$ cat src/rtl/vga_timing_pkg.sv
// Default 640x480@60 timing constants and derived totals shared by the scan generator and
// the pixel consumers that compare against body_x/body_y.
package vga_timing_pkg;

    localparam int unsigned DEF_H_ACTIVE = 640;
    localparam int unsigned DEF_H_FP     = 16;
    localparam int unsigned DEF_H_SYNC   = 96;
    localparam int unsigned DEF_H_BP     = 48;
    localparam int unsigned DEF_V_ACTIVE = 480;
    localparam int unsigned DEF_V_FP     = 10;
    localparam int unsigned DEF_V_SYNC   = 2;
    localparam int unsigned DEF_V_BP     = 33;

    localparam int unsigned H_TOTAL      = DEF_H_ACTIVE + DEF_H_FP + DEF_H_SYNC + DEF_H_BP;
    localparam int unsigned V_TOTAL      = DEF_V_ACTIVE + DEF_V_FP + DEF_V_SYNC + DEF_V_BP;
    localparam int unsigned H_SYNC_START = DEF_H_ACTIVE + DEF_H_FP;
    localparam int unsigned H_SYNC_END   = H_SYNC_START + DEF_H_SYNC - 1;
    localparam int unsigned V_SYNC_START = DEF_V_ACTIVE + DEF_V_FP;
    localparam int unsigned V_SYNC_END   = V_SYNC_START + DEF_V_SYNC - 1;

    localparam int unsigned CNT_W     = 12;
    // Off-screen coordinate: larger than any visible position, so object compares never hit.
    localparam logic [CNT_W-1:0] OFFSCREEN = 12'hFFF;

    typedef struct packed {
        logic active;
        logic hsync;
        logic vsync;
    } scan_ctl_t;

    localparam scan_ctl_t SCAN_CTL_RST = '{active: 1'b0, hsync: 1'b1, vsync: 1'b1};

    function automatic int unsigned span_total(input int unsigned active, input int unsigned fp,
                                               input int unsigned sync, input int unsigned bp);
        return active + fp + sync + bp;
    endfunction

endpackage

$ cat src/rtl/sig_delay.sv
// Fixed-depth shift pipeline with synchronous reset to a configurable value.
module sig_delay #(
    parameter int unsigned       WIDTH   = 1,
    parameter int unsigned       DEPTH   = 1,
    parameter logic [WIDTH-1:0]  RST_VAL = '0
) (
    input  logic             clk,
    input  logic             rst,
    input  logic [WIDTH-1:0] din,
    output logic [WIDTH-1:0] dout
);

    if (DEPTH == 0) begin : g_wire
        assign dout = din;
    end else begin : g_pipe
        logic [WIDTH-1:0] stage_q [DEPTH];

        always_ff @(posedge clk) begin
            if (rst) begin
                for (int i = 0; i < DEPTH; i++) begin
                    stage_q[i] <= RST_VAL;
                end
            end else begin
                stage_q[0] <= din;
                for (int i = 1; i < DEPTH; i++) begin
                    stage_q[i] <= stage_q[i-1];
                end
            end
        end

        assign dout = stage_q[DEPTH-1];
    end

endmodule

$ cat src/rtl/vga_scan_gen.sv
// Raster scan generator: pixel/line counters, registered coordinates, sync and per-frame
// strobes. SYNC_DLY (0-3) lags the sync/active outputs behind the coordinates.
module vga_scan_gen
    import vga_timing_pkg::*;
#(
    parameter int unsigned H_ACTIVE = DEF_H_ACTIVE,
    parameter int unsigned H_FP     = DEF_H_FP,
    parameter int unsigned H_SYNC   = DEF_H_SYNC,
    parameter int unsigned H_BP     = DEF_H_BP,
    parameter int unsigned V_ACTIVE = DEF_V_ACTIVE,
    parameter int unsigned V_FP     = DEF_V_FP,
    parameter int unsigned V_SYNC   = DEF_V_SYNC,
    parameter int unsigned V_BP     = DEF_V_BP,
    parameter int unsigned SYNC_DLY = 1
) (
    input  logic        vga_clk,
    input  logic        sys_rst_n,
    output logic [11:0] body_x,
    output logic [11:0] body_y,
    output logic        video_active,
    output logic        hsync,
    output logic        vsync,
    output logic        move_clock,
    output logic        frame_tick
);

    localparam int unsigned LINE_TOTAL  = span_total(H_ACTIVE, H_FP, H_SYNC, H_BP);
    localparam int unsigned FRAME_LINES = span_total(V_ACTIVE, V_FP, V_SYNC, V_BP);

    localparam logic [11:0] H_LAST   = 12'(LINE_TOTAL - 1);
    localparam logic [11:0] V_LAST   = 12'(FRAME_LINES - 1);
    localparam logic [11:0] H_VIS    = 12'(H_ACTIVE);
    localparam logic [11:0] V_VIS    = 12'(V_ACTIVE);
    localparam logic [11:0] HS_START = 12'(H_ACTIVE + H_FP);
    localparam logic [11:0] HS_END   = 12'(H_ACTIVE + H_FP + H_SYNC - 1);
    localparam logic [11:0] VS_START = 12'(V_ACTIVE + V_FP);
    localparam logic [11:0] VS_END   = 12'(V_ACTIVE + V_FP + V_SYNC - 1);

    logic [11:0] h_cnt_q, v_cnt_q;
    logic [11:0] body_x_q, body_y_q;
    logic        move_clock_q, frame_tick_q;
    logic        line_end, frame_end, visible;
    scan_ctl_t   ctl_d, ctl_out;

    assign line_end  = (h_cnt_q == H_LAST);
    assign frame_end = line_end && (v_cnt_q == V_LAST);
    assign visible   = (h_cnt_q < H_VIS) && (v_cnt_q < V_VIS);

    always_ff @(posedge vga_clk) begin
        if (sys_rst_n) begin
            h_cnt_q <= '0;
            v_cnt_q <= '0;
        end else if (line_end) begin
            h_cnt_q <= '0;
            v_cnt_q <= frame_end ? 12'd0 : v_cnt_q + 12'd1;
        end else begin
            h_cnt_q <= h_cnt_q + 12'd1;
        end
    end

    always_ff @(posedge vga_clk) begin
        if (sys_rst_n) begin
            body_x_q     <= OFFSCREEN;
            body_y_q     <= OFFSCREEN;
            move_clock_q <= 1'b0;
            frame_tick_q <= 1'b0;
        end else begin
            body_x_q     <= visible ? h_cnt_q : OFFSCREEN;
            body_y_q     <= visible ? v_cnt_q : OFFSCREEN;
            move_clock_q <= (v_cnt_q == V_VIS);
            frame_tick_q <= frame_end;
        end
    end

    always_comb begin
        ctl_d.active = visible;
        ctl_d.hsync  = !((h_cnt_q >= HS_START) && (h_cnt_q <= HS_END));
        ctl_d.vsync  = !((v_cnt_q >= VS_START) && (v_cnt_q <= VS_END));
    end

    // First stage aligns with body_x/body_y; the remaining SYNC_DLY stages add the lag.
    sig_delay #(
        .WIDTH   (3),
        .DEPTH   (SYNC_DLY + 1),
        .RST_VAL (SCAN_CTL_RST)
    ) u_ctl_delay (
        .clk  (vga_clk),
        .rst  (sys_rst_n),
        .din  (ctl_d),
        .dout (ctl_out)
    );

    assign body_x       = body_x_q;
    assign body_y       = body_y_q;
    assign move_clock   = move_clock_q;
    assign frame_tick   = frame_tick_q;
    assign video_active = ctl_out.active;
    assign hsync        = ctl_out.hsync;
    assign vsync        = ctl_out.vsync;

endmodule

$ cat config.mk
export PLATFORM = sky130hd
export DESIGN_NAME = vga_scan_gen
export DESIGN_NICKNAME = d
export VERILOG_FILES = /design/src/rtl/vga_timing_pkg.sv /design/src/rtl/sig_delay.sv /design/src/rtl/vga_scan_gen.sv
export SDC_FILE = /design/constraint.sdc
export NUM_CORES = 1
export LEC_CHECK = 0
export BUFFER_PORTS_ARGS = -buffer_cell sky130_fd_sc_hd__buf_2
export CORE_ASPECT_RATIO = 0.6
export CORE_UTILIZATION = 50
export CTS_CLUSTER_DIAMETER = 40
export CTS_CLUSTER_SIZE = 24
export DETAILED_ROUTE_END_ITERATION = 6
export MAX_ROUTING_LAYER = met4
export PLACE_DENSITY_LB_ADDON = 0.08
export SYNTH_ARGS = -nofsm -noshare
export SYNTH_HDL_FRONTEND = slang
export SYNTH_SLANG_ARGS = --single-unit
export TNS_END_PERCENT = 5
$ cat constraint.sdc
create_clock -name vga_clk -period 2.7 [get_ports vga_clk]
set_input_delay 0 -clock vga_clk [delete_from_list [all_inputs] [get_ports vga_clk]]
set_output_delay 0 -clock vga_clk [all_outputs]
set_load 0.01 [all_outputs]
# Word-level counts from Yosys, hierarchy flattened
# Memory sizes are Yosys's and may differ from the RTL's.
# Cells that the tools add are included.
[totals]
output_inout_bits = 29
in_bits = 2
mem_bits_ro = 0
elab_cells = 35
mem_bits_rw = 6
register_bits = 50
n_memories = 1
latchBits = 0
[classes]
multipliers = 0
n_shift = 0
muxes = 6
n_reduce_logical = 8
div = 0
n_bitwise = 3
order_cmp = 6
n_eq_ne = 3
n_addsub = 2
[mem_list]
columns = ["memory", "depth", "word_bits", "read_ports", "rd_ports_with_merged_regs", "wr", "line_no", "rtl"]
rows = [
  ["u_ctl_delay.g_pipe.stage_q", 2, 3, 2, 0, 2, "sig_delay.sv:16", "logic [WIDTH-1:0] stage_q [DEPTH];"],
]
[ops]
columns = ["operator", "n"]
rows = [
  ["$add A12 B1 Y12 const B", 2],
  ["$eq A12 B10 Y1 const B", 2],
  ["$eq A12 B9 Y1 const B", 1],
  ["$ge A12 B10 Y1 const B", 1],
  ["$ge A12 B9 Y1 const B", 1],
  ["$le A12 B10 Y1 const B", 1],
  ["$le A12 B9 Y1 const B", 1],
  ["$lt A12 B10 Y1 const B", 1],
  ["$lt A12 B9 Y1 const B", 1],
  ["$mux W12", 1],
  ["$mux W3", 2],
  ["$logic_and A1 B1 Y1", 4],
  ["$reduce_or A2 Y1", 2],
  ["$mux W1", 3],
  ["$logic_not A1 Y1", 2],
  ["$or A1 B1 Y1", 2],
  ["$not A1 Y1", 1],
]

# Depth between registers and ports, before layout
[logic_depth]
depth_word = 4
mapped_depth = 7
ltp_nobuf = 6

# Cells and area by module
# Synthesis repeated with hierarchy kept, for this count alone.
[unflattened]
hier_cells = 220
hier_area_um2 = 2112.0
[modules_own_cells]
columns = ["mod", "seq_area_each_um2", "cells_each", "area_per_inst_um2", "n_inst"]
rows = [
  ["vga_scan_gen", 1001.0, 205, 1931.9, 1],
  ["sig_delay", 120.1, 15, 180.2, 1],
]

# Worst setup path before layout
# Ideal clock, no wire load.
[synth_path]
kind = "reg2reg"
start = "register h_cnt_q[0]"
end = "register v_cnt_q[8]"
path_stages_with_launch = 6
setup_time_ps = 70
path_slack_ps = 651
n_path_buf = 0
arrival_time_ps = 1978
period_less_slack_ps = 2049
t_required_ps = 2630
path_cell_list = "dfxtp_1 ha_1 nand3_1 or4_4 or4_1 a21oi_1"
[synth_between]
elab_chain_len = 3
[synth_lines]
columns = ["element", "line_no", "rtl"]
rows = [
  ["from (decl)", "vga_scan_gen.sv:39", "logic [11:0] h_cnt_q, v_cnt_q;"],
  ["from (signal assigned)", "vga_scan_gen.sv:57", "h_cnt_q <= h_cnt_q + 12'd1;"],
  ["$eq A12 B10 Y1 *", "vga_scan_gen.sv:45", "assign line_end = (h_cnt_q == H_LAST);"],
  ["$logic_and A1 B1 Y1", "vga_scan_gen.sv:46", "assign frame_end = line_end && (v_cnt_q == V_LAST);"],
  ["$mux W12", "vga_scan_gen.sv:55", "v_cnt_q <= frame_end ? 12'd0 : v_cnt_q + 12'd1;"],
  ["to (signal assigned)", "vga_scan_gen.sv:55", ""],
  ["to (decl)", "vga_scan_gen.sv:39", ""],
]
# Every way passes the cells marked *; elsewhere a longest branch is shown, timed or not.
# A chain may end at the register's enable or synchronous reset.

# Final worst setup path
[layout_path]
start = "register h_cnt_q[4]"
end = "register v_cnt_q[8]"
# Same word-level chain as after synthesis.

==> results.md <==
- Overall power: 1.36 mW
- Dpl hpwl: 2.87 mm
- Synth Area in Compound Gates: 8.01%
- CP cell instances: or4b_4, or4_4, or4_1, a21oi_1
- Port Buffers: 30
- Root Driver: clkbuf_8
- Synth Warn #: 0
- Routed Antenna Nets: 0
- Async S/R FF share, synth: 0%
- Worst-skew pair later-pin latency: 300 ps
- Setup violators final: 0
- Internal power: 1.06 mW
- Fill count: 371
- Vias in the first global route: 1293
- Die height: 52.7 um
- Core Area: 4100 um2
- H-Tree Depth: 2
- Peak supply drop: 0.385 mV
- Sequential share of the synthesized area: 52.4%
- Row count: 18
- Max Fclk: 446 MHz
- Layout cell share with drive strength beyond 1: 23.4%
- Area grow syn2layout: 12.7%
- Mapped Cells: 224
- Power Density: 564 nW/um2
- Max transition margin: 62.6%
- Diodes inserted: 0
- Crit start category: flop
- CP peak stage delay: 530 ps
- Post-CTS Hold Fix Bufs: 0
- Avg Vias per Cell: 5.27
- Drt first pass iters: 6
- Setup Buffers After CTS: 0
- Crit path max-delay family: simple AND/OR/NAND/NOR gates
- CP Buf/Inv Count: 0
- Seq pwr share: 63.3%
- Nets: 258
- Status: complete, but fails checks
- RSZ-0062 raised after global routing: false
- Num CTS Buffers: 5
- Adder-Cell Fraction of Synth Area: 2.34%
- Grt total ovfl: 0
- Via Count: 1644
- Reg clk slew, reported paths: 100 ps
- Critical setup path kind: flop to flop
- Switching Share: 22.2%
- Setup TNS: 0 ps
- Total track usage: 19.5%
- Switching Power: 302 uW
- Post-CTS Resized: 0
- Period utilization: 83.0%
- Synth Area in XOR/XNOR: 3.68%
- Slowest stage cell, crit path: or4_4
- Max Clock Skew: 8.89 ps
- Initial DRC count: 184
- Global-route wire length before repair: 6.43 mm
- Crit path from: h_cnt_q[4]
- WL final: 4.17 mm
- Cell variety after synth: 38
- Comb pwr share: 5.3%
- Worst EP required: 2940 ps
- Drt wl/cell: 13.4 um
- Average footprint of a synthesized cell: 9.56 um2
- Fin crit period: 2240 ps
- Post-synthesis mux area share: 0.468%
- Clock sink total: 56
- DRC Markers: 1
- Dominant synthesized flop cell: dfxtp_1
- CTS tree: built
- Initial antenna violation count: 0
- Routability Congestion: 0.842
- Final Hold Viols: 0
- Initial Util: 52.2%
- Chip width: 86.5 um
- Largest net degree at the start of global routing: 28
- Worst Max-Slew Pin Slew: 559 ps
- Maximum buffer depth of the clock tree: 2
- I/O pin count: 31
- HP Class: input pin to flop
- Post-Syn Area: 2140 um2
- Hold Path Origin: sys_rst_n
- Failing checks: design-rule violations
- Endpoint class of the critical path: flop
- Slew Viols, Final: 0
- Critical path arrival: 2480 ps
- Yosys reg bits: 56
- Number of synthesized flops with an enable pin: 0
- Static Leak: 0.934 nW
- Worst r2r src: h_cnt_q[4]
- Synthesized Nets: 230
- Max cap viols: 0
- Maximum fanout along the worst path: 13
- Largest family of logic cells by synthesized area: simple AND/OR/NAND/NOR gates
- Die ar.: 4560 um2
- Clock Power Share: 31.4%
- Post-Synth Simple-Gate Area: 28.6%
## path summary, 6_finish.rpt
kind	cells after the start	slack, ps	end
setup / recovery	4	460	v_cnt_q[8]
hold / removal	3	140	body_x[11]
setup reg to reg	4	460	v_cnt_q[8]
hold reg to reg	1	410	u_ctl_delay.g_pipe.stage_q[0][3]
## state kept, by name (all words and copies together) (netlist names)
| signal | cells |
|---|---|
| move_clock | 1 |
| body_x | 12 |
| h_cnt_q | 12 |
| v_cnt_q | 12 |
| body_y | 12 |
| u_ctl_delay.g_pipe.stage_q | 6 |
| frame_tick | 1 |
## through the flow
step	utilization [%]	hold WS, ps	area, um2	worst slack, ps	std cells
2_1_floorplan	-	304	2140	651	224
3_3_place_gp	56.9	393	2330	514	305
3_5_place_dp	56.9	392	2330	500	305
4_1_cts	58.9	132	2410	459	312
5_1_grt	58.9	143	2410	322	312
6_report	58.9	141	2410	460	312
## layout by cell type, fill, tap and decap left out, types with 2 or more instances in the layout
| cell | instances |
|---|---|
| or3_1 | 5 |
| xnor2_1 | 5 |
| buf_4 | 3 |
| nand4_1 | 9 |
| nand2_1 | 17 |
| nand2b_1 | 4 |
| nor4bb_1 | 2 |
| nor2_1 | 15 |
| ha_1 | 4 |
| xor2_1 | 4 |
| and4_1 | 3 |
| o21ai_0 | 4 |
| o32ai_1 | 5 |
| nor3_1 | 5 |
| inv_1 | 10 |
| and3_1 | 2 |
| clkbuf_8 | 5 |
| dfxtp_1 | 56 |
| nand3_1 | 11 |
| or4_1 | 2 |
| a31oi_1 | 3 |
| a21oi_1 | 11 |
| buf_2 | 30 |
| or2_2 | 16 |
| nand4b_1 | 6 |
## cells in the mapped netlist, drive strengths merged (5+ instances only)
library cell / number / area, um2
nor3: 5 / 25.0
inv: 10 / 37.5
dfxtp: 56 / 1120
o32ai: 5 / 43.8
or3: 5 / 31.3
nand4: 9 / 56.3
clkbuf: 10 / 37.5
a21oi: 11 / 55.1
nand4b: 6 / 52.6
or2: 16 / 100
nor2: 15 / 56.3
xnor2: 5 / 43.8
nand3: 11 / 55.1
nand2: 17 / 63.8
## power groups by stage
stage	Sequential, mW	Clock, mW	Combinational, mW
2_1_floorplan	0.892	0	0.0318
3_3_place_gp	0.880	0	0.0726
3_5_place_dp	0.880	0	0.0731
4_1_cts	0.862	0.446	0.0732
5_1_grt	0.865	0.473	0.0821
6_report	0.861	0.427	0.0724
## layer usage
metal | global-route usage [%] | share of wire [%] | vias to the layer above
met5 | - | 0 | -
met4 | 5.83 | 0.38 | 0
met3 | 5.35 | 7.9 | 2
met2 | 22.9 | 37 | 64
met1 | 30.5 | 55 | 739
li1 | - | - | 839
## worst reg2reg max path: stages, from the launching register on
cell and delay, ps:
dfxtp_1 480, or4b_4 520, or4_4 530, or4_1 500
a21oi_1 140
## cell type report
cell class                      instances  area (um2)  area share [%]
Clock buffer                            5        68.8            2.85
Tap cell                               60        75.1            3.11
Multi-Input combinational cell        145         922            38.2
Inverter                               11        41.3            1.71
Timing Repair Buffer                   33         173            7.15
Clock inverter                          2        12.5           0.518
Sequential cell                        56        1120            46.4
## cells by family after synthesis
family                     Yosys count
buffers and inverters               23
muxes                                1
AOI/OAI and AO/OA                   27
xor gates and xnor gates             9
DFF                                 56
and+or+nand+nor                    104
adders and majority gates            4
Note: power is estimated with default switching activity, not from simulation.
